**config.mk**
```make
export PLATFORM = sky130hd
export DESIGN_NAME = rpn_stack
export DESIGN_NICKNAME = d
export VERILOG_FILES = /design/src/rtl/rpn_stack_pkg.sv /design/src/rtl/rpn_stack_ram.sv /design/src/rtl/rpn_stack.sv
export SDC_FILE = /design/constraint.sdc
export NUM_CORES = 1
export LEC_CHECK = 0
export ABC_AREA = 1
export CORE_UTILIZATION = 62
export DETAILED_ROUTE_END_ITERATION = 8
export HOLD_SLACK_MARGIN = 0.08
export PLACE_DENSITY_LB_ADDON = 0.2
export RECOVER_POWER = 25
export SYNTH_ARGS = -nofsm -noshare
export SYNTH_HDL_FRONTEND = slang
export SYNTH_SLANG_ARGS = --single-unit
```
**constraint.sdc**
```tcl
create_clock -name clk_i -period 4.6 [get_ports clk_i]
set_clock_uncertainty 0.05 [all_clocks]
set_input_delay 0.92 -clock clk_i [delete_from_list [all_inputs] [get_ports clk_i]]
set_output_delay 0.92 -clock clk_i [all_outputs]
set_load 0.01 [all_outputs]
```
**src/rtl/rpn_stack_pkg.sv**
```systemverilog
// Shared types and helpers for the RPN operand stack.
package rpn_stack_pkg;

    typedef enum logic [1:0] {
        StIdle,
        StRefill1,
        StRefill2
    } state_e;

    localparam logic [1:0] ERR_UNF = 2'b01;
    localparam logic [1:0] ERR_OVF = 2'b10;

    // Number of RAM reads needed to restore the two cache registers after a
    // legal operation on a stack of c entries popping p and pushing w.
    function automatic logic [1:0] refill_cnt(input int unsigned c, input logic [1:0] p,
                                              input logic w);
        logic [1:0] k;
        k = 2'd0;
        case ({p, w})
            3'b010, 3'b101: k = (c >= 3) ? 2'd1 : 2'd0;
            3'b100:         k = (c >= 4) ? 2'd2 : ((c >= 3) ? 2'd1 : 2'd0);
            default:        k = 2'd0;
        endcase
        return k;
    endfunction

endpackage

```
**src/rtl/rpn_stack_ram.sv**
```systemverilog
// Backing store for stack entries below the two cache registers.
// One synchronous write port, one synchronous read port (1-cycle latency, no reset).
module rpn_stack_ram
    import rpn_stack_pkg::*;
#(
    parameter int unsigned DATA_W = 16,
    parameter int unsigned ADDR_W = 5,
    parameter int unsigned DEPTH  = 2 ** ADDR_W
) (
    input  logic              clk_i,
    input  logic              we_i,
    input  logic [ADDR_W-1:0] waddr_i,
    input  logic [DATA_W-1:0] wdata_i,
    input  logic [ADDR_W-1:0] raddr_i,
    output logic [DATA_W-1:0] rdata_o
);

    logic [DATA_W-1:0] mem_q [DEPTH];
    logic [DATA_W-1:0] rdata_q;

    // Write port.
    always_ff @(posedge clk_i) begin
        if (we_i) begin
            mem_q[waddr_i] <= wdata_i;
        end
    end

    // Read port, address sampled every cycle.
    always_ff @(posedge clk_i) begin
        rdata_q <= mem_q[raddr_i];
    end

    assign rdata_o = rdata_q;

endmodule

```
**src/rtl/rpn_stack.sv**
```systemverilog
// RPN operand stack: top two entries cached in registers, the rest in RAM.
// Optional feature macro RPN_STACK_HWM_EN adds a high-water-mark output hwm_o.
module rpn_stack
    import rpn_stack_pkg::*;
#(
    parameter int unsigned DATA_W = 16,
    parameter int unsigned ADDR_W = 5,
    parameter int unsigned DEPTH  = 2 ** ADDR_W
) (
    input  logic              clk_i,
    input  logic              rst_ni,
    input  logic              op_valid_i,
    output logic              op_ready_o,
    input  logic [1:0]        pop_cnt_i,
    input  logic              wen_i,
    input  logic [DATA_W-1:0] din_i,
    output logic [DATA_W-1:0] first_o,
    output logic [DATA_W-1:0] second_o,
    output logic [ADDR_W:0]   count_o,
    output logic              empty_o,
    output logic              full_o,
    output logic              err_o,
    output logic [1:0]        err_code_o,
    input  logic              err_clr_i
`ifdef RPN_STACK_HWM_EN
    ,
    output logic [ADDR_W:0]   hwm_o
`endif
);

    localparam logic [ADDR_W+1:0] DepthExt = (ADDR_W + 2)'(DEPTH);
    localparam logic [ADDR_W:0]   DepthCnt = (ADDR_W + 1)'(DEPTH);

    state_e            state_q;
    logic              op_ready_q;
    logic              tgt_first_q;
    logic [DATA_W-1:0] first_q, second_q;
    logic [ADDR_W:0]   count_q, count_d;
    logic [1:0]        err_code_q, err_code_d;

    logic              accept, unf, ovf, legal;
    logic [ADDR_W+1:0] count_ext, next_ext;
    logic [1:0]        k;
    logic              ram_we;
    logic [ADDR_W-1:0] ram_waddr, ram_raddr;
    logic [DATA_W-1:0] ram_rdata;

    // Operation decode, error detection and next count / error state.
    always_comb begin
        accept    = op_valid_i && op_ready_q;
        count_ext = {1'b0, count_q};
        next_ext  = count_ext - {{ADDR_W{1'b0}}, pop_cnt_i} + {{(ADDR_W + 1){1'b0}}, wen_i};
        unf       = (pop_cnt_i == 2'd3) || ({{ADDR_W{1'b0}}, pop_cnt_i} > count_ext);
        // next_ext wraps on underflow, so only trust it when popping is legal
        ovf       = !unf && (next_ext > DepthExt);
        legal     = accept && !unf && !ovf;
        k         = legal ? refill_cnt(32'(count_q), pop_cnt_i, wen_i) : 2'd0;
        count_d   = legal ? next_ext[ADDR_W:0] : count_q;

        // A new error in the same cycle as a clear wins.
        err_code_d = err_clr_i ? 2'b00 : err_code_q;
        if (accept && unf) err_code_d = err_code_d | ERR_UNF;
        if (accept && ovf) err_code_d = err_code_d | ERR_OVF;
    end

    // RAM port addressing; modular arithmetic on the low bits is exact since
    // illegal operations never reach the RAM.
    always_comb begin
        ram_we    = legal && (pop_cnt_i == 2'd0) && wen_i && (count_q >= (ADDR_W + 1)'(2));
        ram_waddr = count_q[ADDR_W-1:0] - ADDR_W'(2);
        // In StRefill2 count_q already holds c-2, so c-4 is count_q-2.
        ram_raddr = (state_q == StRefill2) ? count_q[ADDR_W-1:0] - ADDR_W'(2)
                                           : count_q[ADDR_W-1:0] - ADDR_W'(3);
    end

    rpn_stack_ram #(
        .DATA_W (DATA_W),
        .ADDR_W (ADDR_W),
        .DEPTH  (DEPTH)
    ) u_ram (
        .clk_i   (clk_i),
        .we_i    (ram_we),
        .waddr_i (ram_waddr),
        .wdata_i (second_q),
        .raddr_i (ram_raddr),
        .rdata_o (ram_rdata)
    );

    // Control FSM, cache registers, count and sticky error state.
    always_ff @(posedge clk_i) begin
        if (!rst_ni) begin
            state_q     <= StIdle;
            op_ready_q  <= 1'b1;
            tgt_first_q <= 1'b0;
            first_q     <= '0;
            second_q    <= '0;
            count_q     <= '0;
            err_code_q  <= 2'b00;
        end else begin
            count_q    <= count_d;
            err_code_q <= err_code_d;
            unique case (state_q)
                StIdle: begin
                    if (legal) begin
                        case ({pop_cnt_i, wen_i})
                            3'b001: begin
                                second_q <= first_q;
                                first_q  <= din_i;
                            end
                            3'b011, 3'b101: first_q <= din_i;
                            3'b010:         first_q <= second_q;
                            default: ;
                        endcase
                        // A lone refill after pop-2 restores first, otherwise second.
                        tgt_first_q <= (pop_cnt_i == 2'd2) && !wen_i && (k == 2'd1);
                        state_q     <= (k == 2'd2) ? StRefill2 :
                                       (k == 2'd1) ? StRefill1 : StIdle;
                        op_ready_q  <= (k == 2'd0);
                    end
                end
                StRefill2: begin
                    first_q     <= ram_rdata;
                    tgt_first_q <= 1'b0;
                    state_q     <= StRefill1;
                end
                StRefill1: begin
                    if (tgt_first_q) begin
                        first_q <= ram_rdata;
                    end else begin
                        second_q <= ram_rdata;
                    end
                    state_q    <= StIdle;
                    op_ready_q <= 1'b1;
                end
                default: begin
                    state_q    <= StIdle;
                    op_ready_q <= 1'b1;
                end
            endcase
        end
    end

`ifdef RPN_STACK_HWM_EN
    logic [ADDR_W:0] hwm_q, hwm_d;

    // High-water mark follows count_d; a clear restarts it from the new count.
    always_comb begin
        hwm_d = err_clr_i ? '0 : hwm_q;
        if (count_d > hwm_d) hwm_d = count_d;
    end

    // High-water mark register.
    always_ff @(posedge clk_i) begin
        if (!rst_ni) begin
            hwm_q <= '0;
        end else begin
            hwm_q <= hwm_d;
        end
    end

    assign hwm_o = hwm_q;
`endif

    // Slots without a logical entry read as zero.
    assign first_o    = (count_q == '0) ? '0 : first_q;
    assign second_o   = (count_q < (ADDR_W + 1)'(2)) ? '0 : second_q;
    assign count_o    = count_q;
    assign empty_o    = (count_q == '0);
    assign full_o     = (count_q == DepthCnt);
    assign err_code_o = err_code_q;
    assign err_o      = |err_code_q;
    assign op_ready_o = op_ready_q;

endmodule

```
## Word level (Yosys, flattened, before mapping)

Memory sizes are Yosys's and may differ from the RTL's. A register that Yosys moved wholly into a read port is not among the register bits.
Cells that the tools add are included.

- Flip-flop bits (word level): 44
- RAM bits: 512
- Bits of input ports: 23
- Output and inout port bits: 44
- Word-level logic and storage cells: 93
- Memories kept: 1

Memory list:

| memory | depth | bits a word | rd ports | clocked after Yosys merged registers in | write ports | line | source |
|---|---|---|---|---|---|---|---|
| u_ram.mem_q | 32 | 16 | 1 | 1 | 1 | rpn_stack_ram.sv:18 | `logic [DATA_W-1:0] mem_q [DEPTH];` |

- $add $sub $neg: 4
- Magnitude comparators: 6
- Equality and inequality tests: 17
- Mux-type cells: 28
- Bitwise gates (word level): 1
- Reduce and logical (&&, ||, !) cells: 29

Operators by type and width:

| operator | number |
|---|---|
| $mux W16 | 7 |
| $pmux W16 S2 | 2 |
| $pmux W16 S3 | 1 |
| $ge A6 B2 Y1 const B | 2 |
| $mux W2 | 6 |
| $logic_and A1 B1 Y1 | 11 |
| $sub A5 B2 Y5 const B | 2 |
| $eq A2 B2 Y1 const B | 4 |
| $pmux W2 S2 | 2 |
| $reduce_and A4 Y1 | 2 |
| $add A7 B1 Y7 | 1 |
| $gt A7 B6 Y1 const B | 1 |
| $mux W1 | 7 |
| $sub A6 B2 Y7 | 1 |
| $eq A3 B2 Y1 const B | 2 |
| $eq A3 B3 Y1 const B | 2 |
| $eq A6 B6 Y1 const B | 1 |
| $ge A6 B3 Y1 const B | 1 |
| $gt A2 B6 Y1 | 1 |
| $logic_not A2 Y1 | 3 |
| $logic_not A6 Y1 | 1 |
| $lt A6 B2 Y1 const B | 1 |
| $ne A2 B2 Y1 const B | 3 |
| $mux W5 | 1 |
| 13 further kinds | 20 |

## Longest topological paths before layout

- Word-level depth: 12
- Mapped depth: 20
- Mapped depth without buffers: 19

## Modules after synthesis

From an unflattened synthesis, not the netlist that was laid out.

- Cell total of the unflattened synthesis: 2297
- Area, all modules: 24682.4 sq um

Modules (own cells, without submodules):

| module | times used | cells an instance | area an instance (sq um) | sequential area each (sq um) |
|---|---|---|---|---|
| rpn_stack_ram | 1 | 1794 | 21301.7 | 15695.1 |
| rpn_stack | 1 | 503 | 3380.7 | 880.8 |

## Least setup slack after synthesis

No wires, ideal clock.

- Path type: input-to-reg
- From: input pop_cnt_i[0]
- To: memory u_ram.mem_q[0][0] (enable)
- Library setup time: 0.388 ns
- Arrival time: 3.652 ns
- Data required time: 4.162 ns
- Slack: 0.510 ns
- Cell stages on the path: 16
- Path buffers: 0
- Cell sequence: inv_1 ha_1 inv_1 ha_1 inv_1 fa_1 inv_1 nor2_1 nand2_1 nor2_1 nand2_1 nand2_2 nand3_4 nor3_4 nand2_1 nor2_1

- Longest elaborated chain between the ends: 11
- Elaborated cells on any way between the ends: 17
- Those cells by class: add/sub: 2; order compare: 2; eq/ne: 1; mux: 2; reduce/logical: 10

RTL lines:

| what | line | source |
|---|---|---|
| from (decl) | rpn_stack.sv:14 | `input logic [1:0] pop_cnt_i,` |
| $sub A6 B2 Y7 (tied with other cells) | rpn_stack.sv:52 | `next_ext = count_ext - {{ADDR_W{1'b0}}, pop_cnt_i} + {{(ADDR_W + 1){1'b0}}, wen_i};` |
| $add A7 B1 Y7 or $logic_or A1 B1 Y1 (tied branches) | rpn_stack.sv:52, rpn_stack.sv:53 |  |
| $gt A7 B6 Y1 or $logic_not A1 Y1 (tied branches) | rpn_stack.sv:55, rpn_stack.sv:56 |  |
| $logic_and A1 B1 Y1 | rpn_stack.sv:55 | `ovf = !unf && (next_ext > DepthExt);` |
| $logic_not A1 Y1 | rpn_stack.sv:56 | `legal = accept && !unf && !ovf;` |
| $logic_and A1 B1 Y1 | rpn_stack.sv:56 |  |
| $logic_and A1 B1 Y1 * (3 in a row) | rpn_stack.sv:69 | `ram_we = legal && (pop_cnt_i == 2'd0) && wen_i && (count_q >= (ADDR_W + 1)'(2));` |
| $mux W1 * | rpn_stack_ram.sv:23 | `if (we_i) begin` |
| $mux W1 (not written as such) * | rpn_stack_ram.sv:24 | `mem_q[waddr_i] <= wdata_i;` |
| to (decl) | rpn_stack_ram.sv:18 |  |

Mark *: on every way between the ends. The rest lies on a longest branch, timed or not.

## Final worst setup path

- From: input pop_cnt_i[0]
- To: memory u_ram.mem_q[12][10] (enable)

The elaborated chain is that of the path after synthesis.

==> flow_summary.toml <==
[clock_tree]
holdBufCountCts = 0
cts_buffers = 55
clk_path_buf_depth = 3
cts_sinks = 572
cts_tree = "yes"
cts-resized-gates = 0
post-cts-setup-buffers = 0
htree_levels = 2
cts.clk_slew.worst_paths_ps = 60
clk-insertion-delay-late_ps = 610
cts-root-buf = "clkbuf_16"

[floorplanning]
rows = 71
start_util_pct = 63.4
core_area_mm2 = 0.0378
ios = 67
die_h_um = 199
die_w_um = 199
die-area_mm2 = 0.0395

[sta]
finalSetupViolations = 0
relSlewSlack_pct = -51.8
slew_viol_final = 264
hold_viol = 0
setup_tns_ps = 0
tightest_slew_ps = 2280
fmax_mhz = 244
period_share_pct = 88.9
fin_crit_ps = 4090
holdWs_ps = 432
rsz0062_at_grt = "false"

[global_route]
grt_pass1_vias = 16195
grt_use_total_pct = 32.5
antenna_found_initial = 1
grt-ovfl-total = 0
grt_pass1_wl_um = 94200
grt_max_degree = 116

[worst_setup_path]
critical_path_class = "input port to flip-flop"
worstPathCellList = "clkdlybuf4s50_1 -> inv_1 -> ha_1 -> inv_1 -> ha_1 -> inv_1 -> fa_1 -> inv_1 -> nand4_1 -> nand3_1 -> nand2_1 -> nand2_1 -> nand3_4 -> nor3_4 -> nand2_1 -> buf_12 -> nor2_1 -> buf_4"
cp_common_cell = "inv_1"
cp-end-kind = "flip-flop"
cp.required_ps = 4850
crit_fanout = 9
startpoint_type = "input port"
critPathMaxStageDelay_ps = 500
critPathArrivalTime_ps = 4340
slowest_stage = "clkdlybuf4s50_1"

[cells_and_area]
drive_gt1_share_pct = 8.36
areaGrowthSynthToFinish_pct = 14.5
n_antenna_cell = 0
final_cell_mix = "edfxtp_1, nor2_1, o21ai_0"
fill_cells = 2574
final_common_cell = "edfxtp_1"
fin_nets = 2238
finalCoreUtilization_pct = 72.6

[place]
gp_congestion = 0.927
dpl.hpwl_um = 37800
portBuffers = 66

[yosys]
syn_nets = 2160
postSynth.asyncResetShare_pct = 0
avgSynthCellArea_um2 = 11.4
ys_seq_area_share_pct = 69.1
synth-edff-count = 512
synth_ff_type = "edfxtp_1"
synth_cell_types = 37
netlist_area_mm2 = 0.0240
synth_warnings = 0
ys_ff_latch = 572
syn-instance-count = 2112

[outcome]
violations = "max-capacitance violations, max-slew violations"
status = "complete, but fails checks"

[hold_path]
hp-class = "flip-flop to flip-flop"

[drt]
avgViaCountPerCell = 6.21
num_vias = 17063
remaining_drc_errors = 0
wl_per_cell_um = 23.1
antenna_left = 0
drtIter0Drc = 2281
firstDrtPassIters = 6
routed_wl_um = 63400

[pwr]
ir_drop_mv = 0.679
p_leak_uw = 0.00981
powerDensity_mw_per_mm2 = 597

[job]
drv_cap = 8
==> registers in the layout, summed over array words and instances, names as in the netlist <==
name,cells
u_ram.mem_q,512
first_q,16
second_q,16
u_ram.rdata_o,16
count_o,6
err_code_o,2
state_q,2
op_ready_o,1
tgt_first_q,1
==> layer usage <==
metal	share of wire, %	GRT usage [%]	wire length [µm]
met4	4.8	15.9	3040
met1	38	43.9	23800
met3	10	4.65	6320
met2	48	52.3	30200
met5	0	0	0
==> path summary, 6_finish.rpt <==
path / cells after the start / start / end / slack [ps]
worst min-delay path: 2 / tgt_first_q / tgt_first_q / 430
worst min register to register: 2 / tgt_first_q / tgt_first_q / 430
worst max register to register: 16 / count_o[0] / u_ram.mem_q[12][10] / 890
worst max-delay path: 18 / pop_cnt_i[0] / u_ram.mem_q[12][10] / 510
==> worst max-delay path, delay by kind of cell <==
family                     cells  cell delay (ps)
buffers and inverters          7             1240
adders and majority gates      3              940
and+or+nand+nor                8             1240
==> per-stage QoR <==
step                setup slack [ps]  instance area [µm²]  total power [µW]  cells
floorplan                        510                24000              9660   2112
global placement                48.2                25600             11500   2644
detailed placement              50.2                25600             11600   2644
CTS                              566                27500             16300   2748
global route                     397                27500             17000   2748
finish                           509                27500             16400   2748
==> power by group <==
group          internal (µW)  switching (µW)  total [µW]
registers               5950             113        6060
logic                   1570            4050        5620
clock network           2780            1950        4720
total                  10300            6110       16400
==> final cells by class <==
type	count	area (µm²)	share of cell area, %
Clock buffer	67	1460	5.33
Timing Repair Buffer	152	1460	5.33
Multi-Input combinational cell	1283	6400	23.3
Inverter	126	485	1.77
Clock inverter	37	440	1.60
Tap cell	511	639	2.33
Sequential cell	572	16600	60.3
==> Yosys cell counts (2+ instances only) <==
cell type / n / area, µm²
buf_2: 40 / 200
xnor2_1: 2 / 17.5
clkbuf_1: 74 / 278
o21ai_1: 12 / 60.1
buf_1: 8 / 30.0
mux2i_1: 3 / 30.0
buf_6: 3 / 33.8
nand4_1: 3 / 18.8
o21ai_0: 293 / 1470
o211ai_1: 81 / 608
a21oi_1: 81 / 405
inv_2: 5 / 18.8
nor2_1: 398 / 1490
nand3_1: 106 / 531
inv_1: 120 / 450
nor3_1: 2 / 10.0
nand2_2: 3 / 18.8
ha_1: 24 / 300
xor2_1: 3 / 26.3
edfxtp_1: 512 / 15400
o21a_1: 5 / 37.5
dfxtp_1: 60 / 1200
buf_4: 6 / 45.0
mux2_2: 3 / 33.8
o221ai_1: 43 / 377
nand2_1: 211 / 792
==> cell families (layout without fill, tap and decap cells) <==
kind of cell	Yosys count	in the layout	synth area share, %
buffers and inverters	257	382	4.43
xor gates and xnor gates	5	5	0.183
adders and majority gates	25	25	1.33
DFF	572	572	69.1
and+or+nand+nor	728	728	12.2
AOI/OAI and AO/OA	519	519	12.5
muxes	6	6	0.266
Note: power is estimated with default switching activity, not from simulation.
